File: config.mk
export PLATFORM = sky130hd
export DESIGN_NAME = dat_crc16_x4
export DESIGN_NICKNAME = d
export VERILOG_FILES = /design/src/rtl/dat_crc16_x4.sv
export SDC_FILE = /design/constraint.sdc
export NUM_CORES = 1
export LEC_CHECK = 0
export BUFFER_PORTS_ARGS = -buffer_cell sky130_fd_sc_hd__buf_2
export CAP_MARGIN = 20
export CORE_UTILIZATION = 45
export DETAILED_ROUTE_END_ITERATION = 8
export GPL_TIMING_DRIVEN = 0
export PLACE_DENSITY = 0.68
export SYNTH_ARGS = -nofsm -noshare
export SYNTH_HDL_FRONTEND = slang
export SYNTH_SLANG_ARGS = --single-unit
File: constraint.sdc
create_clock -name sd_clk -period 2.6 [get_ports sd_clk]
set_clock_uncertainty 0.15 [all_clocks]
set_input_delay 0.39 -clock sd_clk [delete_from_list [all_inputs] [get_ports sd_clk]]
set_output_delay 0.39 -clock sd_clk [all_outputs]
set_load 0.02 [all_outputs]
File: src/rtl/dat_crc16_x4.sv
// dat_crc16_x4: four-lane CRC16 (x^16+x^12+x^5+1, init 0, MSB first) for the
// SD DAT bus. It accumulates every valid nibble, shifts the CRC out nibble by
// nibble after a write block, and checks the lane registers against zero
// after a read block plus its CRC.
// Optional build macro: DAT_CRC_CHECK_EN enables the check path (chk_req,
// crc_err, crc_chk_valid). Without it crc_err and crc_chk_valid are tied to 0.
module dat_crc16_x4 (
  input  logic       sd_clk,
  input  logic       rst_L,
  input  logic       clr,
  input  logic [3:0] din,
  input  logic       din_valid,
  input  logic       crc_shift_req,
  input  logic       chk_req,
  output logic [3:0] crc_dout,
  output logic       crc_dout_valid,
  output logic       crc_done,
  output logic [3:0] crc_err,
  output logic       crc_chk_valid,
  output logic       crc_busy
);

  typedef enum logic [1:0] {
    IDLE  = 2'd0,
    ACCUM = 2'd1,
    SHIFT = 2'd2
  } state_t;

  state_t           state_q;
  logic [3:0]       cnt_q;
  logic [3:0][15:0] crc_q;
  logic [3:0][15:0] crc_acc_d;
  logic [3:0][15:0] crc_shl_d;
  logic [3:0]       msb_d;
  logic [3:0]       crc_dout_q;
  logic             crc_dout_valid_q;
  logic             crc_done_q;
  logic             crc_busy_q;

  // One serial CRC16-CCITT step for a single input bit.
  function automatic logic [15:0] crc_step(input logic [15:0] c, input logic b);
    logic fb;
    fb = c[15] ^ b;
    return {c[14:0], 1'b0} ^ (fb ? 16'h1021 : 16'h0000);
  endfunction

  // Candidate next values per lane: accumulate a data bit, or shift out the MSB.
  always_comb begin
    for (int i = 0; i < 4; i++) begin
      crc_acc_d[i] = crc_step(crc_q[i], din[i]);
      crc_shl_d[i] = {crc_q[i][14:0], 1'b0};
      msb_d[i]     = crc_q[i][15];
    end
  end

  // Control FSM with registered shift-out outputs; clr wins over everything.
  always_ff @(posedge sd_clk or negedge rst_L) begin
    if (!rst_L) begin
      state_q          <= IDLE;
      cnt_q            <= 4'd0;
      crc_q            <= '0;
      crc_dout_q       <= 4'd0;
      crc_dout_valid_q <= 1'b0;
      crc_done_q       <= 1'b0;
      crc_busy_q       <= 1'b0;
    end else begin
      crc_done_q <= 1'b0;
      if (clr) begin
        state_q          <= IDLE;
        cnt_q            <= 4'd0;
        crc_q            <= '0;
        crc_dout_q       <= 4'd0;
        crc_dout_valid_q <= 1'b0;
        crc_busy_q       <= 1'b0;
      end else begin
        case (state_q)
          IDLE, ACCUM: begin
            if (crc_shift_req) begin
              // The first bit (bit 15) leaves on the request edge itself.
              state_q          <= SHIFT;
              cnt_q            <= 4'd15;
              crc_dout_q       <= msb_d;
              crc_q            <= crc_shl_d;
              crc_dout_valid_q <= 1'b1;
              crc_busy_q       <= 1'b1;
            end else if (din_valid) begin
              state_q <= ACCUM;
              crc_q   <= crc_acc_d;
            end
          end
          SHIFT: begin
            if (cnt_q == 4'd0) begin
              // All 16 bits emitted; registers are already zero from the shifts.
              state_q          <= IDLE;
              crc_dout_q       <= 4'd0;
              crc_dout_valid_q <= 1'b0;
              crc_busy_q       <= 1'b0;
            end else begin
              crc_dout_q <= msb_d;
              crc_q      <= crc_shl_d;
              cnt_q      <= cnt_q - 4'd1;
              crc_done_q <= (cnt_q == 4'd1);
            end
          end
          default: state_q <= IDLE;
        endcase
      end
    end
  end

  assign crc_dout       = crc_dout_q;
  assign crc_dout_valid = crc_dout_valid_q;
  assign crc_done       = crc_done_q;
  assign crc_busy       = crc_busy_q;

`ifdef DAT_CRC_CHECK_EN
  logic [3:0] crc_err_q;
  logic       crc_chk_valid_q;

  // Zero check of the pre-update registers; ignored while shifting out.
  always_ff @(posedge sd_clk or negedge rst_L) begin
    if (!rst_L) begin
      crc_err_q       <= 4'd0;
      crc_chk_valid_q <= 1'b0;
    end else if (clr) begin
      crc_err_q       <= 4'd0;
      crc_chk_valid_q <= 1'b0;
    end else if (chk_req && (state_q != SHIFT)) begin
      for (int i = 0; i < 4; i++) begin
        crc_err_q[i] <= (crc_q[i] != 16'h0000);
      end
      crc_chk_valid_q <= 1'b1;
    end else begin
      crc_chk_valid_q <= 1'b0;
    end
  end

  assign crc_err       = crc_err_q;
  assign crc_chk_valid = crc_chk_valid_q;
`else
  logic unused_chk_req;
  assign unused_chk_req = chk_req;
  assign crc_err        = 4'b0000;
  assign crc_chk_valid  = 1'b0;
`endif

endmodule

**Word-level counts from Yosys, hierarchy flattened**

Cells that the tools add are included.

- Register bits after elaboration: 76
- Latch bits: 0
- Bits in writable memories: 0
- Bits in read-only memories: 0
- Bits of input ports: 10
- Output and inout bits: 12
- Logic and storage cells: 63
- Memories: 0

- Add/subtract/negate cells: 1
- Multiply operators: 0
- Divide/modulo/power cells: 0
- Order comparisons: 0
- Eq/ne operators: 7
- Shift-type cells: 0
- Multiplexer cells: 29
- Bitwise operators: 8
- Reductions and logical operators: 9

Operators with widths:

| operator | number |
|---|---|
| $mux W64 | 4 |
| $pmux W64 S2 | 1 |
| $xor A16 B13 Y16 | 4 |
| $mux W13 | 4 |
| $mux W4 | 6 |
| $pmux W4 S2 | 2 |
| $ne A3 B3 Y1 const B | 3 |
| $reduce_and A3 Y1 | 3 |
| $mux W2 | 4 |
| $mux W1 | 6 |
| $eq A4 B1 Y1 const B | 1 |
| $logic_not A4 Y1 | 1 |
| $ne A4 B4 Y1 const B | 1 |
| $pmux W2 S2 | 1 |
| $reduce_and A2 Y1 | 2 |
| $sub A4 B1 Y4 const B | 1 |
| $xor A1 B1 Y1 | 4 |
| $reduce_bool A3 Y1 | 1 |
| $eq A2 B1 Y1 const B | 1 |
| $eq A2 B2 Y1 const B | 1 |
| $logic_not A2 Y1 | 1 |
| $pmux W1 S2 | 1 |
| $reduce_or A2 Y1 | 1 |

**Depth between registers and ports, before layout**

- Depth in word-level cells: 7
- Gate-level depth with buffers: 8
- Depth with buffers taken out: 6

**Worst setup path after synthesis**

No wires, ideal clock.

- Kind: register -> register
- From: register cnt_q[0]
- To: register crc_q[49] in the netlist's numbering
- Library setup time: 0.079 ns
- Arrival time: 1.561 ns
- Slack: 0.810 ns
- Cell stages (with the launch flop): 8
- Buffers on the path: 1
- Clock period less this slack: 1.790 ns
- Cell sequence: dfrtp_1 -> inv_1 -> ha_1 -> nor3b_4 -> o22a_1 -> clkbuf_1 -> nand2_1 -> a21oi_1

- Longest elaborated chain between the ends: 3

Ends and longest elaborated chain:

| what | RTL line | source |
|---|---|---|
| start, declared | 30 | `logic [3:0] cnt_q;` |
| start signal, assigned | 101 | `cnt_q <= cnt_q - 4'd1;` |
| $logic_not A4 Y1 | 92 | `if (cnt_q == 4'd0) begin` |
| $ne A3 B3 Y1 (no line) | n/a |  |
| $reduce_and A3 Y1 (no line) | n/a |  |
| end signal, assigned | 83 | `crc_q <= crc_shl_d;` |
| end signal, assigned | 88 | `crc_q <= crc_acc_d;` |
| end signal, assigned | 100 | `crc_q <= crc_shl_d;` |
| end, declared | 31 | `logic [3:0][15:0] crc_q;` |

Every way passes these cells.
A chain may end at the register's enable or synchronous reset.

**Worst setup path after layout**

- From: register cnt_q[0]
- To: register crc_q[52] in the netlist's numbering

The elaborated chain is that of the path after synthesis.

==> report_table.html <==
<table>
<tr><th>Metric</th><th>Value</th></tr>
<tr><th colspan="2">Run status</th></tr>
<tr><td>Status</td><td>completed</td></tr>
<tr><th colspan="2">Timing</th></tr>
<tr><td>Post-route setup slack</td><td>0.475 ns</td></tr>
<tr><td>Slew at the pin closest to its max-slew limit</td><td>0.651 ns</td></tr>
<tr><td>Maximum clock rate</td><td>0.471 GHz</td></tr>
<tr><td>Count of endpoints failing setup in the final report</td><td>0</td></tr>
<tr><td>Worst-case hold slack</td><td>0.163 ns</td></tr>
<tr><td>Count of final max-slew check failures</td><td>0</td></tr>
<tr><td>Relative slew slack</td><td>approximately 57%</td></tr>
<tr><td>RSZ-0062 raised after global routing</td><td>false</td></tr>
<tr><td>Share of the clock period used by the worst path after layout</td><td>81.7%</td></tr>
<tr><td>Post-layout minimum cycle time</td><td>2.12 ns</td></tr>
<tr><td>Post-Route Setup TNS</td><td>0 ns</td></tr>
<tr><td>Final Hold Violating Endpoints</td><td>0</td></tr>
<tr><th colspan="2">Min path</th></tr>
<tr><td>Worst hold-check path type</td><td>input pin to flip-flop</td></tr>
<tr><td>Worst min-delay path startpoint</td><td>din_valid</td></tr>
<tr><th colspan="2">Layout</th></tr>
<tr><td>Number of fill cells in the layout</td><td>approximately 700</td></tr>
<tr><td>Ratio of cells with drive above 1 in the final layout</td><td>between 10% and 20%</td></tr>
<tr><td>Final Core Density</td><td>a little over half</td></tr>
<tr><td>Number of nets in the final layout</td><td>roughly 400</td></tr>
<tr><td>Area Overhead vs Synth</td><td>14.2%</td></tr>
<tr><td>Diode insertion count for antenna repair</td><td>0</td></tr>
<tr><td>Top library cells by usage in the layout, fill and taps aside</td><td>sky130_fd_sc_hd__nand2_1, sky130_fd_sc_hd__dfrtp_1, sky130_fd_sc_hd__a21oi_1, sky130_fd_sc_hd__buf_2, sky130_fd_sc_hd__nor2_1</td></tr>
<tr><td>Leading cell type in the layout, fill and taps excluded</td><td>sky130_fd_sc_hd__nand2_1</td></tr>
<tr><th colspan="2">Global routing</th></tr>
<tr><td>Global Route Usage Sum</td><td>18.7%</td></tr>
<tr><td>Maximum number of pins on one net before global-route repair</td><td>57</td></tr>
<tr><td>Total overflow reported by the global router</td><td>0</td></tr>
<tr><td>Via count of the first global-routing pass</td><td>2355</td></tr>
<tr><td>First-pass GRT wire length</td><td>11.0 mm</td></tr>
<tr><td>Antenna violations before repair</td><td>0</td></tr>
<tr><th colspan="2">Clock network</th></tr>
<tr><td>Later-pin clock latency in the skew report</td><td>0.35 ns</td></tr>
<tr><td>Number of H-tree branching levels</td><td>3</td></tr>
<tr><td>Number of buffers between clock root and the deepest sink</td><td>2</td></tr>
<tr><td>CTS tree</td><td>yes</td></tr>
<tr><td>TritonCTS Buffers</td><td>9</td></tr>
<tr><td>CTS root buf</td><td>sky130_fd_sc_hd__clkbuf_8</td></tr>
<tr><td>Post-cts resize count</td><td>0</td></tr>
<tr><td>Number of clock sinks</td><td>76</td></tr>
<tr><td>CTS clk-pin slew, worst paths</td><td>0.08 ns</td></tr>
<tr><td>Post-CTS setup buffers</td><td>0</td></tr>
<tr><th colspan="2">Detailed routing</th></tr>
<tr><td>Count of vias placed by the detailed router</td><td>2455</td></tr>
<tr><td>Total routed wirelength</td><td>6.47 mm</td></tr>
<tr><td>Violation count after the first detailed-route iteration</td><td>187</td></tr>
<tr><td>Number of remaining DRC errors</td><td>0</td></tr>
<tr><td>DRT Pass-1 Iters</td><td>4</td></tr>
<tr><td>Wire per inst</td><td>13.2 um</td></tr>
<tr><td>Remaining antenna violation count after routing</td><td>0</td></tr>
<tr><td>Vias/cell</td><td>5.01</td></tr>
<tr><th colspan="2">Setup path</th></tr>
<tr><td>Launching point of the worst reg2reg path</td><td>cnt_q[0]</td></tr>
<tr><td>CP Launch Type</td><td>flip-flop</td></tr>
<tr><td>Critical Path Source</td><td>cnt_q[0]</td></tr>
<tr><td>Worst EP arrival</td><td>2.23 ns</td></tr>
<tr><td>Crit Path Category</td><td>flip-flop to flip-flop</td></tr>
<tr><td>Endpoint required time on the critical path</td><td>around 2.7 ns</td></tr>
<tr><td>Peak fanout along the critical path</td><td>10</td></tr>
<tr><td>Kind of end point of the critical path</td><td>flip-flop</td></tr>
<tr><th colspan="2">Die</th></tr>
<tr><td>Row count</td><td>31</td></tr>
<tr><td>Die Outline Area</td><td>7930 sq um</td></tr>
<tr><td>Floorplan Core Area</td><td>7290 sq um</td></tr>
<tr><td>Die Width</td><td>89.0 um</td></tr>
<tr><td>Number of top-level design ports</td><td>22</td></tr>
<tr><td>Starting utilization of the core area</td><td>46.8%</td></tr>
<tr><td>Height of the chip</td><td>89.0 um</td></tr>
<tr><th colspan="2">Power</th></tr>
<tr><td>IR drop worst, VDD</td><td>roughly 0.00031 V</td></tr>
<tr><td>Power Total</td><td>around 2.8 mW</td></tr>
<tr><td>Power per unit of standard cell area</td><td>719 nW/um^2</td></tr>
<tr><td>Leakage power</td><td>about 1.7 nW</td></tr>
<tr><th colspan="2">Yosys</th></tr>
<tr><td>Number of warnings printed during yosys synthesis</td><td>0</td></tr>
<tr><td>Distinct cells, synth</td><td>33</td></tr>
<tr><td>Mapped cell area</td><td>3410 sq um</td></tr>
<tr><td>Flops &amp; latches, synth</td><td>76</td></tr>
<tr><td>Cell count after synthesis</td><td>355</td></tr>
<tr><td>Proportion of netlist area held by the largest area contributor</td><td>55.8%</td></tr>
<tr><td>Portion of the post-synthesis area used by sequential elements</td><td>55.8%</td></tr>
<tr><td>Post-Synthesis Mean Instance Area</td><td>9.60 sq um</td></tr>
<tr><td>Cell type with the highest aggregate area in the netlist</td><td>sky130_fd_sc_hd__dfrtp_1</td></tr>
<tr><td>Top cells by area, synth</td><td>sky130_fd_sc_hd__dfrtp_1, sky130_fd_sc_hd__nand2_1, sky130_fd_sc_hd__a21oi_1, sky130_fd_sc_hd__buf_6, sky130_fd_sc_hd__xnor2_1</td></tr>
<tr><th colspan="2">Place</th></tr>
<tr><td>Routability Congestion</td><td>approximately 0.75</td></tr>
<tr><td>Count of input and output buffers</td><td>14</td></tr>
<tr><td>Post-Place Setup Slack</td><td>0.512 ns</td></tr>
<tr><td>HPWL after detailed placement</td><td>4.31 mm</td></tr>
<tr><th colspan="2">Run</th></tr>
<tr><td>Count of max-cap constraint violations</td><td>0</td></tr>
</table>
==> state kept, by name, indices dropped and copies added (netlist names) <==
signal / flops
crc_done: 1
crc_dout: 4
state_q: 2
crc_q: 64
crc_busy: 1
cnt_q: 4
==> layout make-up <==
| type | instances | area, sq um | share of cell area, % |
|---|---|---|---|
| Tap cell | 99 | 124 | 3.18 |
| Clock buffer | 12 | 165 | 4.24 |
| Multi-Input combinational cell | 252 | 1290 | 33.1 |
| Clock inverter | 4 | 70.1 | 1.80 |
| Buffer | 28 | 223 | 5.72 |
| Inverter | 3 | 11.3 | 0.289 |
| Sequential cell | 76 | 1900 | 48.8 |
| Timing Repair Buffer | 16 | 110 | 2.83 |
==> synthesized netlist by cell type <==
library cell	number
sky130_fd_sc_hd__nor3_4	1
sky130_fd_sc_hd__o22a_1	1
sky130_fd_sc_hd__buf_6	12
sky130_fd_sc_hd__buf_4	7
sky130_fd_sc_hd__and4_1	1
sky130_fd_sc_hd__o21ai_0	6
sky130_fd_sc_hd__a31oi_1	2
sky130_fd_sc_hd__a311oi_1	1
sky130_fd_sc_hd__nand2b_2	1
sky130_fd_sc_hd__inv_1	3
sky130_fd_sc_hd__a21oi_2	1
sky130_fd_sc_hd__nand2b_1	1
sky130_fd_sc_hd__nor3_2	3
sky130_fd_sc_hd__nor2b_1	2
sky130_fd_sc_hd__xnor2_1	12
sky130_fd_sc_hd__nor3_1	3
sky130_fd_sc_hd__conb_1	1
sky130_fd_sc_hd__nand4b_1	1
sky130_fd_sc_hd__a21oi_1	58
sky130_fd_sc_hd__or2_2	1
sky130_fd_sc_hd__dfrtp_1	76
sky130_fd_sc_hd__or3_1	1
sky130_fd_sc_hd__ha_1	2
sky130_fd_sc_hd__a211oi_2	7
sky130_fd_sc_hd__clkbuf_1	8
sky130_fd_sc_hd__a211oi_1	1
sky130_fd_sc_hd__nor3b_4	1
sky130_fd_sc_hd__nor2_2	1
sky130_fd_sc_hd__nand2_1	124
sky130_fd_sc_hd__a21boi_0	1
sky130_fd_sc_hd__o22ai_4	1
sky130_fd_sc_hd__buf_2	1
sky130_fd_sc_hd__nor2_1	13
==> kinds of logic after synthesis <==
logic type | synth area share, %
and+or+nand+nor | 19.3
AOI/OAI and AO/OA | 14.1
DFF | 55.8
buffers and inverters | 6.86
xor gates and xnor gates | 3.08
adders and majority gates | 0.734
other | 0.110
==> worst paths after layout <==
check                      slack [ns]     endpoint  cells past startpoint
max                              0.48    crc_q[52]                      7
min                              0.16   state_q[0]                      3
min reg2reg                      0.33  crc_dout[3]                      2
max in group asynchronous        1.41    crc_q[54]                      3
max reg2reg                      0.48    crc_q[52]                      7
min in group asynchronous        0.31     crc_done                      2
==> worst max-delay path: stages, from the launching register on <==
cell and delay [ns]:
sky130_fd_sc_hd__dfrtp_1 0.41, sky130_fd_sc_hd__inv_1 0.09, sky130_fd_sc_hd__ha_1 0.23, sky130_fd_sc_hd__nor3b_4 0.33
sky130_fd_sc_hd__o22a_1 0.24, sky130_fd_sc_hd__clkbuf_1 0.34, sky130_fd_sc_hd__nand2_1 0.09, sky130_fd_sc_hd__a21oi_1 0.16
==> through the flow <==
stage / instances / area (sq um)
5_1_grt: 490 / 3890
3_3_place_gp: 472 / 3620
4_1_cts: 490 / 3890
3_5_place_dp: 473 / 3650
2_1_floorplan: 359 / 3420
6_report: 490 / 3890
==> power by group <==
group	total [mW]	leakage [nW]	switching, mW	internal [mW]
sequential	1.28	1.04	0.0426	1.24
clock	1.05	0.122	0.431	0.616
combinational	0.473	0.501	0.295	0.178
==> layer usage <==
layer,track usage [%],up-vias,share of wire (%)
met3,5.91,10,3.9
met4,7.94,0,1.9
met2,29.3,48,45
li1,-,1214,-
met1,24.1,1183,49
met5,0,-,0
==> repair_timing <==
action / 4_1_cts / 5_1_grt
endpoints found under the setup margin: 0 / 0
endpoints found under the hold margin: 20 / 0
hold buffers: 1 / 0
Note: power is estimated with default switching activity, not from simulation.
